### src/rtl/pixel_loader_pkg.sv
// Shared types and constants for the SPI pixel loader.
package pixel_loader_pkg;

  localparam int PIXEL_BYTES = 72;

  typedef enum logic [1:0] {
    IDLE,
    RECV,
    DONE
  } loader_state_t;

endpackage

### src/rtl/spi_input_sync.sv
// Synchronizes the asynchronous SPI pins into clk and produces registered
// sclk-rise and ss_n fall/rise pulses (one cycle each).
module spi_input_sync #(
  parameter int SYNC_STAGES = 2
) (
  input  logic clk,
  input  logic n_rst,
  input  logic sclk_i,
  input  logic ss_n_i,
  input  logic mosi_i,
  output logic mosi_o,
  output logic ss_n_o,
  output logic sclk_rise_o,
  output logic ss_fall_o,
  output logic ss_rise_o
);

  logic [SYNC_STAGES-1:0] sclk_sync_q, ss_sync_q, mosi_sync_q;
  logic sclk_prev_q, ss_prev_q;
  logic sclk_rise_q, ss_fall_q, ss_rise_q;

  // ss_n chain resets high so leaving reset never looks like a frame start.
  always_ff @(posedge clk or negedge n_rst) begin
    if (!n_rst) begin
      sclk_sync_q <= '0;
      ss_sync_q   <= '1;
      mosi_sync_q <= '0;
      sclk_prev_q <= 1'b0;
      ss_prev_q   <= 1'b1;
      sclk_rise_q <= 1'b0;
      ss_fall_q   <= 1'b0;
      ss_rise_q   <= 1'b0;
    end else begin
      sclk_sync_q <= {sclk_sync_q[SYNC_STAGES-2:0], sclk_i};
      ss_sync_q   <= {ss_sync_q[SYNC_STAGES-2:0], ss_n_i};
      mosi_sync_q <= {mosi_sync_q[SYNC_STAGES-2:0], mosi_i};
      sclk_prev_q <= sclk_sync_q[SYNC_STAGES-1];
      ss_prev_q   <= ss_sync_q[SYNC_STAGES-1];
      sclk_rise_q <= sclk_sync_q[SYNC_STAGES-1] & ~sclk_prev_q;
      ss_fall_q   <= ~ss_sync_q[SYNC_STAGES-1] & ss_prev_q;
      ss_rise_q   <= ss_sync_q[SYNC_STAGES-1] & ~ss_prev_q;
    end
  end

  assign mosi_o      = mosi_sync_q[SYNC_STAGES-1];
  assign ss_n_o      = ss_sync_q[SYNC_STAGES-1];
  assign sclk_rise_o = sclk_rise_q;
  assign ss_fall_o   = ss_fall_q;
  assign ss_rise_o   = ss_rise_q;

endmodule

### src/rtl/spi_pixel_loader.sv
// Mode-0 SPI frame receiver feeding the pixel store one byte per write/shift pulse.
// Define PIXEL_LOADER_ERR_EN to build the sticky frame_error/overrun flags.
module spi_pixel_loader
  import pixel_loader_pkg::*;
#(
  parameter int NUM_BYTES   = PIXEL_BYTES,
  parameter int SYNC_STAGES = 2
) (
  input  logic       clk,
  input  logic       n_rst,
  input  logic       sclk,
  input  logic       ss_n,
  input  logic       mosi,
  input  logic       net_busy,
  output logic [7:0] spi_in,
  output logic       shift_SPI,
  output logic       write_en,
  output logic       frame_done,
  output logic       frame_error,
  output logic       overrun,
  output logic       busy
);

  localparam int CW = $clog2(NUM_BYTES + 1);

  logic mosi_s, ss_n_s, sclk_rise, ss_fall, ss_rise;

  spi_input_sync #(.SYNC_STAGES(SYNC_STAGES)) u_sync (
    .clk        (clk),
    .n_rst      (n_rst),
    .sclk_i     (sclk),
    .ss_n_i     (ss_n),
    .mosi_i     (mosi),
    .mosi_o     (mosi_s),
    .ss_n_o     (ss_n_s),
    .sclk_rise_o(sclk_rise),
    .ss_fall_o  (ss_fall),
    .ss_rise_o  (ss_rise)
  );

  loader_state_t state_q, state_d;
  logic [2:0]    bit_cnt_q, bit_cnt_d;
  logic [CW-1:0] byte_cnt_q, byte_cnt_d;
  logic [6:0]    shreg_q, shreg_d;
  logic [7:0]    pend_dat_q, pend_dat_d, spi_in_q, spi_in_d;
  logic          pend_vld_q, pend_vld_d;
  logic          wr, frame_full, frame_start, trunc, drop;
  logic [7:0]    byte_new;

  always_comb begin
    state_d     = state_q;
    bit_cnt_d   = bit_cnt_q;
    byte_cnt_d  = byte_cnt_q;
    shreg_d     = shreg_q;
    pend_dat_d  = pend_dat_q;
    pend_vld_d  = pend_vld_q;
    spi_in_d    = spi_in_q;
    wr          = 1'b0;
    frame_done  = 1'b0;
    frame_start = 1'b0;
    trunc       = 1'b0;
    drop        = 1'b0;
    frame_full  = (byte_cnt_q == CW'(NUM_BYTES));
    byte_new    = {shreg_q, mosi_s};

    case (state_q)
      IDLE: begin
        if (ss_fall) begin
          state_d     = RECV;
          bit_cnt_d   = '0;
          byte_cnt_d  = '0;
          pend_vld_d  = 1'b0;
          frame_start = 1'b1;
        end
      end
      RECV: begin
        if (ss_rise && !frame_full) begin
          // Early deselect: the pending byte is abandoned, never written.
          state_d    = IDLE;
          bit_cnt_d  = '0;
          byte_cnt_d = '0;
          pend_vld_d = 1'b0;
          trunc      = 1'b1;
        end else if (frame_full && !pend_vld_q) begin
          state_d    = DONE;
          frame_done = 1'b1;
        end else begin
          wr = pend_vld_q && !net_busy;
          if (wr) begin
            pend_vld_d = 1'b0;
            byte_cnt_d = byte_cnt_q + 1'b1;
            spi_in_d   = pend_dat_q;
          end
          if (sclk_rise) begin
            shreg_d   = byte_new[6:0];
            bit_cnt_d = bit_cnt_q + 3'd1;
            // A byte completing as the last slot fills is surplus to the frame.
            if (bit_cnt_q == 3'd7 && byte_cnt_d != CW'(NUM_BYTES)) begin
              if (pend_vld_q && !wr) begin
                drop = 1'b1;
              end else begin
                pend_vld_d = 1'b1;
                pend_dat_d = byte_new;
              end
            end
          end
        end
      end
      DONE: begin
        if (ss_n_s) state_d = IDLE;
      end
      default: state_d = IDLE;
    endcase
  end

  always_ff @(posedge clk or negedge n_rst) begin
    if (!n_rst) begin
      state_q    <= IDLE;
      bit_cnt_q  <= '0;
      byte_cnt_q <= '0;
      shreg_q    <= '0;
      pend_dat_q <= '0;
      pend_vld_q <= 1'b0;
      spi_in_q   <= '0;
    end else begin
      state_q    <= state_d;
      bit_cnt_q  <= bit_cnt_d;
      byte_cnt_q <= byte_cnt_d;
      shreg_q    <= shreg_d;
      pend_dat_q <= pend_dat_d;
      pend_vld_q <= pend_vld_d;
      spi_in_q   <= spi_in_d;
    end
  end

  assign spi_in    = wr ? pend_dat_q : spi_in_q;
  assign shift_SPI = wr;
  assign write_en  = wr;
  assign busy      = (state_q == RECV);

`ifdef PIXEL_LOADER_ERR_EN
  logic err_q, ovr_q;

  always_ff @(posedge clk or negedge n_rst) begin
    if (!n_rst) begin
      err_q <= 1'b0;
      ovr_q <= 1'b0;
    end else if (frame_start) begin
      err_q <= 1'b0;
      ovr_q <= 1'b0;
    end else begin
      if (trunc) err_q <= 1'b1;
      if (drop)  ovr_q <= 1'b1;
    end
  end

  assign frame_error = err_q;
  assign overrun     = ovr_q;
`else
  logic unused_err;
  assign unused_err  = ^{frame_start, trunc, drop};
  assign frame_error = 1'b0;
  assign overrun     = 1'b0;
`endif

endmodule

### config.mk
export PLATFORM = sky130hd
export DESIGN_NAME = spi_pixel_loader
export DESIGN_NICKNAME = d
export VERILOG_FILES = /design/src/rtl/pixel_loader_pkg.sv /design/src/rtl/spi_input_sync.sv /design/src/rtl/spi_pixel_loader.sv
export SDC_FILE = /design/constraint.sdc
export NUM_CORES = 1
export LEC_CHECK = 0
export CORE_ASPECT_RATIO = 0.6
export CORE_UTILIZATION = 45
export DETAILED_ROUTE_END_ITERATION = 10
export GPL_ROUTABILITY_DRIVEN = 0
export PLACE_DENSITY_LB_ADDON = 0.15
export SLEW_MARGIN = 20
export SYNTH_ARGS = -nofsm -noshare
export SYNTH_HDL_FRONTEND = slang
export SYNTH_HIERARCHICAL = 1
export SYNTH_SLANG_ARGS = --single-unit
### constraint.sdc
create_clock -name clk -period 3.9 [get_ports clk]
set_input_delay 0.78 -clock clk [delete_from_list [all_inputs] [get_ports clk]]
set_output_delay 0.78 -clock clk [all_outputs]
set_load 0.05 [all_outputs]
==> results list, run 1 <==
* Post-Syn Instances: 176
* Worst skew pair latency: 0.30 ns
- The number of slew-limit violations in the final report came to 0.
- Measured along the x axis, the die boundary spans 93.33 µm.
- Using the TritonRoute via totals, the vias-per-cell ratio works out to 5.416.
- The worst setup path is captured at an output pin.
* Number of rows in the core area: 19
- CTS Hold Bufs: 0
- Global-route wire length before repair: 6824 µm
- The analysis attributes to cell leakage a power of 1.181 nW.
- Synth warnings: 6
- Achievable clock frequency: 290.5 MHz
- The clock passes through at most 2 buffers.
* Result of the run: finished clean
- Worst-Margin Slew: 0.6845 ns
- Vias in the first global route: 1419
- Sequential-to-total area share from yosys stat: 52.39%
* Rel. slew slack: 53.98%
- Number of max-cap violations: 0
- The core region is 0.004683 mm².
- Post-CTS timing repair inserted 0 buffers for setup.
* Crit path launch type: flop
* Avg Cell Area, Syn: 12.80 µm²
- Timing analysis after detailed placement gives a worst setup slack of 0.5528 ns.
* Number of placed instances with taps included: 250
* Deepest level of the CTS H-tree: 2
* Type of the tightest min-delay check: flop to flop
* Async set or reset register ratio after synthesis: 100.0%
- Required arrival time at the worst endpoint: 3.12 ns
* Grt ovf: 0
- VDD sags by at most 0.0002222 V.
- In this run the clock root is driven by a clkbuf_8.
- Counting flops with a built-in enable in the synthesized netlist gives 0.
* Pwr per Cell Area: 376.1 mW/mm²
* Number of nets in the final layout: 204
- Share of post-route cells with drive strength above 1: 28.35%
* Port bufs: 17
- Number of antenna repair diodes: 0
* CTS tree: yes
- In this run the count of I/O pins placed on the die edge is 20.
- Largest net degree at the start of global routing: 48
- In the global route stage, overall resource usage came out at 16.91%.
* FF+latch count, synth: 47
- For this run, design rule violations remaining after detail routing come to 0.
- In the final routed layout, each cell accounts on average for 15.23 µm.
* Primary flip-flop cell chosen by synthesis mapping: dfrtp_1
* Die area: 0.005301 mm²
* Count of cells resized by post-cts repair: 0
- Final Hold Fails: 0
* Final period demand of the worst path: 3.443 ns
* Sum Neg Setup Slack: 0 ns
* Number of nets with antenna violations after routing: 0
- Area of all placed cells without fillers: 0.002542 mm²
- Via total after detailed routing: 1392
* RSZ-0062 raised after global routing: no
- Critical path type: flop to output pin
- Iteration-0 DRC count of the detailed router: 60
* Layout-stage area growth over the synthesis result: 12.89%
- After clock tree synthesis, the clock-pin slew on the worst setup and hold paths is 0.08 ns.
* Chip height: 56.80 µm
- Commonest non-fill, non-tap cells in the layout: dfrtp_1, mux2_2, buf_4
- Between clock sinks in the finished design, the worst skew comes to 0.004791 ns.
- Count of distinct cell types in the synthesized netlist: 50
* Final setup slack of the worst path: 0.4573 ns
- Hold timing on the final database bottoms out at a slack of 0.3579 ns.
* Number of endpoints failing setup at the final stage: 0
- The finished layout holds 257 standard cells, fillers aside.
* Post-Syn Area: 0.002252 mm²
* Most common cell after layout, fill and taps aside: dfrtp_1
- Period Utilization, post-route: 88.27%
* Antenna violations before repair: 0
- Worst EP arrival: 2.66 ns
- The first detailed-routing pass ran for 4 iterations.
- In this run, CTS created clock tree buffers numbering 5.
- Along the worst path, the maximum fanout reaches 20.
- The clock drives 47 sinks.
* WL final: 3915 µm
* Placed Area: 0.002452 mm²
* Starting density of the core: 48.09%
* Hpwl dp: 2796 µm
cells in the mapped netlist, types with 2 or more instances:
library cell	n	area (µm²)
o2bb2ai_1	2	17.52
mux2_2	17	191.4
mux2_4	8	120.1
clkbuf_1	2	7.510
inv_1	5	18.77
or3_1	2	12.51
nand2_1	8	30.03
o21ai_0	7	35.03
nor4_1	2	12.51
nor2_1	8	30.03
mux2_1	7	78.83
buf_2	2	10.01
a22o_1	3	26.28
dfstp_2	3	78.83
nand2b_1	3	18.77
a211oi_1	2	15.01
nor3_1	3	15.01
nand3_1	2	10.01
o22ai_1	3	18.77
a21oi_1	4	20.02
and2_1	2	12.51
buf_6	2	22.52
nor2b_1	4	25.02
ha_1	4	50.05
dfrtp_1	44	1101
buf_4	3	22.52
cell type report:
class	instances	area, µm²
multi-input cells	116	994.7
clock buffers	6	82.58
repair buffers	19	182.7
flip-flops and latches	47	1180
fillers	388	2141
clock inverters	1	5.005
well taps	63	78.83
inverters	5	18.77
flip-flops by register name, indices dropped and copies added (netlist names):
signal and flops:
u_sync/sclk_rise_o 1, u_sync/sclk_prev_q 1, spi_in_q 8, u_sync/ss_rise_o 1
byte_cnt_q 7, u_sync/mosi_sync_q 2, u_sync/ss_fall_o 1, state_q 2
shreg_q 7, u_sync/sclk_sync_q 2, pend_vld_q 1, pend_dat_q 8
u_sync/ss_prev_q 1, u_sync/ss_sync_q 2, bit_cnt_q 3
metrics by stage:
step | utilization, % | total power, mW
6_report | 54.29 | 0.9561
5_1_grt | 54.29 | 1.009
4_1_cts | 54.23 | 0.9673
3_5_place_dp | 52.36 | 0.6770
3_3_place_gp | 52.36 | 0.6685
2_1_floorplan | - | 0.6369
path summary, 6_finish.rpt:
check	endpoint	from	slack, ns	depth (start not counted)
worst max-delay path	spi_in[7]	byte_cnt_q[0]	0.46	8
worst max register to register	pend_dat_q[2]	byte_cnt_q[0]	1.39	6
max in group asynchronous	state_q[0]	n_rst	3.03	1
min in group asynchronous	u_sync/sclk_sync_q[1]	n_rst	0.48	1
worst min-delay path	u_sync/mosi_sync_q[1]	u_sync/mosi_sync_q[0]	0.36	0
worst min register to register	u_sync/mosi_sync_q[1]	u_sync/mosi_sync_q[0]	0.36	0
cells by family after synthesis:
| group | share of synthesized area, % |
|---|---|
| other | 0.1665 |
| xor gates and xnor gates | 0.3890 |
| muxes | 17.78 |
| buffers and inverters | 3.611 |
| adders and majority gates | 2.222 |
| and+or+nand+nor | 14.28 |
| AOI/OAI and AO/OA | 9.168 |
| DFF | 52.39 |
where the power goes:
group          leakage, nW  switching, mW  internal, mW
Clock               0.0470          0.151         0.139
Combinational        0.512         0.0632        0.0482
Sequential           0.622         0.0282         0.526
Total                 1.18          0.242         0.714
per-layer routing:
layer	share of wire [%]	global-route usage, %	wire [µm]
met1	50	23.99	1958
met2	43	24.89	1694
met3	5.2	5.420	203
met4	1.5	4.615	59
met5	0	0	0
critical path, stage by stage (launching register included):
cell,delay [ns]
dfrtp_1,0.49
inv_1,0.12
ha_1,0.20
nand4b_4,0.13
o31a_1,0.40
nor3_4,0.15
buf_4,0.31
mux2_2,0.38
buf_4,0.19
(Power assumes the default switching activity.)
==> run 2, diff against run 1 <==
- GPL_TIMING_DRIVEN: default -> 0
==> run 2 against run 1 <==
  * First-iteration DRC count grew 35%
  * Combinational power grew 5%
  * Global-route usage grew 1.4 points
  * Clock-buffer cell count grew 1
  * Clock skew grew 0.00069 ns
  * Maximum frequency shrank 8.8%
  * Final cell count grew 4.3%
  * Clock power grew 12%
  * Wire length grew 8.4%
  * Via count grew 5.5%
  * Design area grew 3.4%
  * Largest power group unchanged
==> results list, run 2 (same netlist as run 1, synthesis figures left out) <==
- The total overflow left after global routing is 0.
* CTS tree: yes
- The internal power of the cells totals 740.6 µW.
- Cell depth of the worst flop-to-flop path: 6
- CTS Sinks: 47
* Number of design rule violations left after detail routing: 0
- The number of hold buffers added after CTS was 0.
- The hold violation count in the final report is 0.
* Most common cell after layout, fill and taps aside: dfrtp_1
- Number of top-level pins: 20
- Number of nets in the final layout: 214
* Commonest non-fill, non-tap cells in the layout: dfrtp_1, mux2_2
* Global-route wire length before repair: 7307 µm
- Period Utilization, post-route: 96.75%
* Via total after detailed routing: 1468
- The floorplan step defined a core boundary enclosing 0.004683 mm².
- Rel. slew slack: 53.32%
* Met1 capacity usage during global routing: 26.77%
* Hpwl dp: 3043 µm
* Required arrival time at the worst endpoint: 3.12 ns
* Pwr per Cell Area: 379.7 mW/mm²
- Layout-stage area growth over the synthesis result: 16.72%
- The largest registers in the layout are pend_dat_q x8, spi_in_q x8.
- Cell leakage power: 1.246 nW
- Hold wc startpoint: u_sync/mosi_sync_q[0]
- In this run the worst hold path is classified as flop to flop.
* Port bufs: 17
- Clock skew after layout: 0.005482 ns
- The first detailed-routing pass took 4 iterations.
- Clock network fraction of total power: 32.7%
- Achievable clock frequency: 265.0 MHz
- For this design the total switching power over the nets is 257.4 µW.
* Mean routed wirelength per cell: 15.84 µm
* Worst EP arrival: 2.99 ns
- Number of max-cap violations: 0
- Share of post-route cells with drive strength above 1: 26.34%
- WL final: 4244 µm
- Using the TritonRoute via totals, the vias-per-cell ratio works out to 5.478.
* Sum Neg Setup Slack: 0 ns
- Number of antenna repair diodes: 0
- Met3 Usage GRT: 4.878%
- Vias in the first global route: 1459
- The number of antenna violations at the first check in global routing is 0.
- Crit Path Max Fanout: 11
- Result of the run: finished clean
- Number of rows in the core area: 19
- The H-tree generated during clock tree synthesis spans 2 levels.
- Setup repair after global routing left no endpoint under its margin.
- The worst-case IR drop observed on VDD is 0.0001863 V.
- CTS max path bufs: 2
- Switching fraction of total power: 25.79%
* Worst reg2reg endpoint: pend_dat_q[1]
* Cts bufs inserted: 5
- For this configuration, the core starts out at a cell density of 48.09%.
* Chip height: 56.80 µm
- Largest net degree at the start of global routing: 35
- The number of slew-limit violations in the final report was 0.
- CTS placed an instance of clkbuf_8 at the clock tree root.
- Tot GR Track Use: 18.30%
- Endpoint kind of the worst setup timing path: output pin
- The worst register-to-register path has a setup slack of 1.46 ns.
- At the pin with the least slew margin, the transition time is 0.6945 ns.
- Count of filler cells inserted in the layout: 398
- In this run, flip-flops and latches consume 55.6% of the power.
- Endpoint with the worst hold slack: u_sync/mosi_sync_q[1]
* Met2 global-route usage: 27.21%
* Relative contribution of combinational cells to total power: 11.7%
- Critical path type: flop to output pin
* Final period demand of the worst path: 3.773 ns
* Clock Pin Slew Worst Setup and Hold Paths: 0.09 ns
* Horizontal die dimension: 93.33 µm
* Most used routing layer in global routing: met2
* Reg2reg start: byte_cnt_q[0]
* Die area: 0.005301 mm²
- Hold is met by 0.3533 ns.
- The later pin in the worst-skew pair is clocked with a latency of 0.30 ns.
- Cell depth of the worst min-delay path: 0
* Crit path launch type: flop
- In this run the remaining antenna-violating nets after routing total 0.
* Iteration-0 DRC count of the detailed router: 81
* Number of endpoints failing setup at the final stage: 0
## run 2: cell types whose count changed in the layout (fill, tap and decap cells not counted), sizes merged
cell and delta:
clkinvlp +1, clkinv -1, clkdlybuf4s50 +2, dlygate4sd2 +8, clkbuf +3, buf -2
## run 2: metrics by stage
step | util (%) | total power, mW | worst slack [ns] | area (µm²) | instances
floorplan | - | 0.6369 | 0.8082 | 2256 | 177
global placement | 53.49 | 0.6726 | -0.2147 | 2505 | 257
finish | 56.13 | 0.9980 | 0.1268 | 2629 | 268
global route | 56.13 | 1.050 | 0.008162 | 2629 | 268
CTS | 56.13 | 1.007 | 0.1195 | 2629 | 268
detailed placement | 53.81 | 0.6833 | -0.2793 | 2520 | 258
## run 2: how the worst max path moves through the flow
stage                        startpoint         to  slack (ns)  depth (start not counted)
after floorplan           byte_cnt_q[0]  spi_in[0]        0.81                          8
after global placement         net_busy  spi_in[1]       -0.21                          6
after detailed placement       net_busy  spi_in[4]       -0.28                          6
after CTS                 byte_cnt_q[0]   write_en        0.12                          9
after global routing      byte_cnt_q[0]   write_en       0.008                          9
final                     byte_cnt_q[0]   write_en        0.13                          9
## run 2: layout make-up
| class | count | area [µm²] | area share [%] |
|---|---|---|---|
| Clock buffer | 7 | 96.34 | 3.665 |
| Inverter | 5 | 18.77 | 0.7139 |
| Tap cell | 63 | 78.83 | 2.999 |
| Multi-Input combinational cell | 116 | 994.7 | 37.84 |
| Timing Repair Buffer | 20 | 190.2 | 7.235 |
| Buffer | 9 | 62.56 | 2.380 |
| Sequential cell | 47 | 1180 | 44.88 |
| Clock inverter | 1 | 7.507 | 0.2856 |
## run 2: power groups by stage
stage | combinational, mW | clock [mW] | sequential, mW
after global routing | 0.130 | 0.359 | 0.561
after global placement | 0.111 | 0 | 0.562
after detailed placement | 0.118 | 0 | 0.565
after floorplan | 0.0822 | 0 | 0.555
final | 0.117 | 0.326 | 0.555
after CTS | 0.118 | 0.333 | 0.556
## run 2: routing by layer
layer	share of wire, %	up-vias
li1	-	688
met1	49	741
met2	45	35
met3	5.1	4
met4	0.71	0
met5	0	-
## run 2: timing repair
item,4_1_cts,5_1_grt
gates resized for setup,8,0
buffers inserted,2,0
setup endpoints to repair,10,0
## run 2: worst max-delay path: stages (launching register included)
cell,delay [ns]
dfrtp_1,0.47
inv_1,0.11
ha_1,0.19
nand4b_4,0.13
o31a_1,0.27
buf_6,0.14
nor3_4,0.26
buf_6,0.21
buf_4,0.12
clkdlybuf4s50_1,0.78
==> run 3, diff against run 2 <==
- CORE_UTILIZATION: 45 -> 36
- SLEW_MARGIN: 20 -> default
==> run 3 against run 2 <==
  * Clock-buffer cell count stayed put
  * Via count shrank 3.4%
  * Design area increased by 2.0%
  * Critical path depth unchanged
  * Hold slack got worse by 0.0022 ns
  * Sequential cell count unchanged
  * Die area is 24% higher
  * Maximum frequency increased by 1.8%
  * Wire length down 1.4%
  * Power rose by 1.5%
  * Combinational power barely moved
==> results list, run 3 (same netlist as run 1, synthesis figures left out) <==
- Result of the run: finished clean
* Share of post-route cells with drive strength above 1: 25.37%
- Count of placed standard cells in the final layout, fillers left out: 285
- Buffers inserted to repair hold after CTS numbered 0.
- CTS built an H-tree with a depth of 2.
- Number of rows in the core area: 21
* Length of routed met3 wiring: 153 µm
- Sum Neg Setup Slack: 0 ns
- Timing would allow up to 269.9 MHz.
- Cts bufs inserted: 5
- Starting density of the core: 38.78%
- In this run the tightest slew margin relative to its limit is 55.09%.
* Max rail drop VDD: 0.0001876 V
- The highest metal layer carrying signal wires in the routed design is met4.
* Number of nets in the final layout: 214
* Pwr per Cell Area: 377.7 mW/mm²
- Mean routed wirelength per cell: 14.68 µm
- Chip height: 63.27 µm
* Crit Path Max Fanout: 11
* Tot GR Track Use: 14.37%
- The cell that appears most often on the critical path is buf_6.
- The number of global-route vias before repair was 1485.
- Type of the tightest min-delay check: flop to flop
- The tool flagged a number of max-cap violations equal to 0.
- Fin. max-slew vios: 0
* Via total after detailed routing: 1418
- After legalization and detailed placement, the total HPWL measured 3008 µm.
* Horizontal die dimension: 104.1 µm
- In the detailed route, the total length drawn on met2 is 1758 µm.
- The repair_antennas step left the layout with diodes totalling 0.
* Reg2reg start: byte_cnt_q[0]
- Period Utilization, post-route: 95.00%
- Pin placement for this block handled 20 I/O pins.
- Number of design rule violations left after detail routing: 0
- The hold violation count in the final report was 0.
* CTS tree: yes
- Multi-input combinational cell area: 994.7 µm²
- For this block, the routed nets add up to 4185 µm of wire.
* Overall power consumption: 1.013 mW
- By startpoint and endpoint, the worst setup path is classified as flop to output pin.
- Commonest non-fill, non-tap cells in the layout: dfrtp_1, mux2_2
- For this block, the initial DRC count from the detailed router was 127.
* RSZ-0062 raised after global routing: no
* Critical path buffers and inverters: 5
* Crit path launch type: flop
* Number of iterations in the first detailed-routing pass: 4
- For the worst setup path, the data required time is 3.12 ns.
- Highest cell delay on the worst timing path: 0.78 ns
* Number of nets with antenna violations after routing: 0
- The tree built by TritonCTS fans out to 47 sinks.
- Port bufs: 17
- The kind of cell with the highest combined delay along the critical path is buffers and inverters.
* Layout Utilization: 46.20%
- CP Cell Sequence: inv_1, ha_1, nand4b_4, o31a_1, buf_6, nor3_4, buf_6, buf_4, clkdlybuf4s50_1
- In this run the static leakage power is 1.359 nW.
- Hold wc startpoint: u_sync/mosi_sync_q[0]
- Number of endpoints failing setup at the final stage: 0
- Most common cell after layout, fill and taps aside: dfrtp_1
* Worst Setup Slack post-DPL: -0.3067 ns
* Cell type of the slowest stage on the worst timing path: clkdlybuf4s50_1
- The critical path starts at byte_cnt_q[0].
- STA puts the critical path data arrival time at 2.93 ns.
- The number of antenna violations at the first check in global routing was 0.
* Die area: 0.006587 mm²
- Entering global routing, the biggest net connects 26 pins.
- Clock Pin Slew Worst Setup and Hold Paths: 0.08 ns
- Global routing finished with a remaining overflow of 0.
- Via-per-instance ratio: 4.975
* Registers with the most flip-flops: pend_dat_q x8, spi_in_q x8
- Endpoint kind of the worst setup timing path: output pin
- Placeable core region: 0.005807 mm²
- The worst path meets setup with 0.1948 ns of slack.
* Final period demand of the worst path: 3.705 ns
- Number of placed instances with taps included: 275
- CTS max path bufs: 2
- Clock latency on the worst-skew pair, taken at its later pin, is 0.29 ns.
* Cell at the root of the clock tree: clkbuf_8
- The first global-routing pass estimated 7355 µm of wire.
- For the final database, setup skew stands at 0.008386 ns.
* Worst-Margin Slew: 0.6681 ns
- The layout has 526 filler cells.
* Wl on met1: 2245 µm
- Registers take 0.001180 mm².
- Layout-stage area growth over the synthesis result: 19.11%
run 3: changes by cell type in the layout (fill, tap and decap cells not counted):
cell,before,now
dlygate4sd2_1,8,0
clkbuf_1,2,4
bufinv_16,0,1
clkinvlp_4,1,0
dlymetal6s2s_1,0,8
clkbuf_8,7,5
run 3: worst paths after layout:
path | to | slack (ns) | cells after the start
max | write_en | 0.19 | 9
min | u_sync/mosi_sync_q[1] | 0.35 | 0
max reg2reg | pend_dat_q[2] | 1.47 | 6
min reg2reg | u_sync/mosi_sync_q[1] | 0.35 | 0
max in group asynchronous | spi_in_q[7] | 2.92 | 2
min in group asynchronous | pend_vld_q | 0.46 | 1
run 3: metal layers:
| metal | GRT usage (%) | vias to the layer above |
|---|---|---|
| li1 | - | 695 |
| met1 | 21.06 | 691 |
| met2 | 20.67 | 28 |
| met3 | 3.830 | 4 |
| met4 | 4.107 | 0 |
| met5 | 0 | - |
run 3: timing repair:
action	CTS	global route
endpoints found under the setup margin	10	8
pin swaps	1	0
setup buffers	2	0
gates resized for setup	0	8
cloned	0	0
run 3: through the flow:
step	area, µm²	hold slack (ns)
3_3_place_gp	2526	0.3345
2_1_floorplan	2256	0.3312
5_1_grt	2683	0.3636
4_1_cts	2663	0.3534
6_report	2683	0.3512
3_5_place_dp	2541	0.3347
run 3: area by class of cell:
type | instances | area share, %
plain buffers | 9 | 2.332
clock buffers | 7 | 2.845
clock inverters | 1 | 1.119
inverters | 5 | 0.6996
multi-input cells | 116 | 37.08
flip-flops and latches | 47 | 43.98
well taps | 80 | 3.731
repair buffers | 20 | 8.209
run 3: worst register-to-register path, stage by stage, from the launching register on:
cell      delay (ns)
dfrtp_1         0.50
ha_1            0.33
and4b_1         0.33
and3_1          0.21
o311ai_2        0.18
o21ai_4         0.43
mux2_4          0.34
run 3: where the power goes:
group | total (mW) | internal [mW] | switching (mW)
registers | 0.554 | 0.526 | 0.0277
logic | 0.117 | 0.0527 | 0.0644
clock network | 0.342 | 0.192 | 0.150
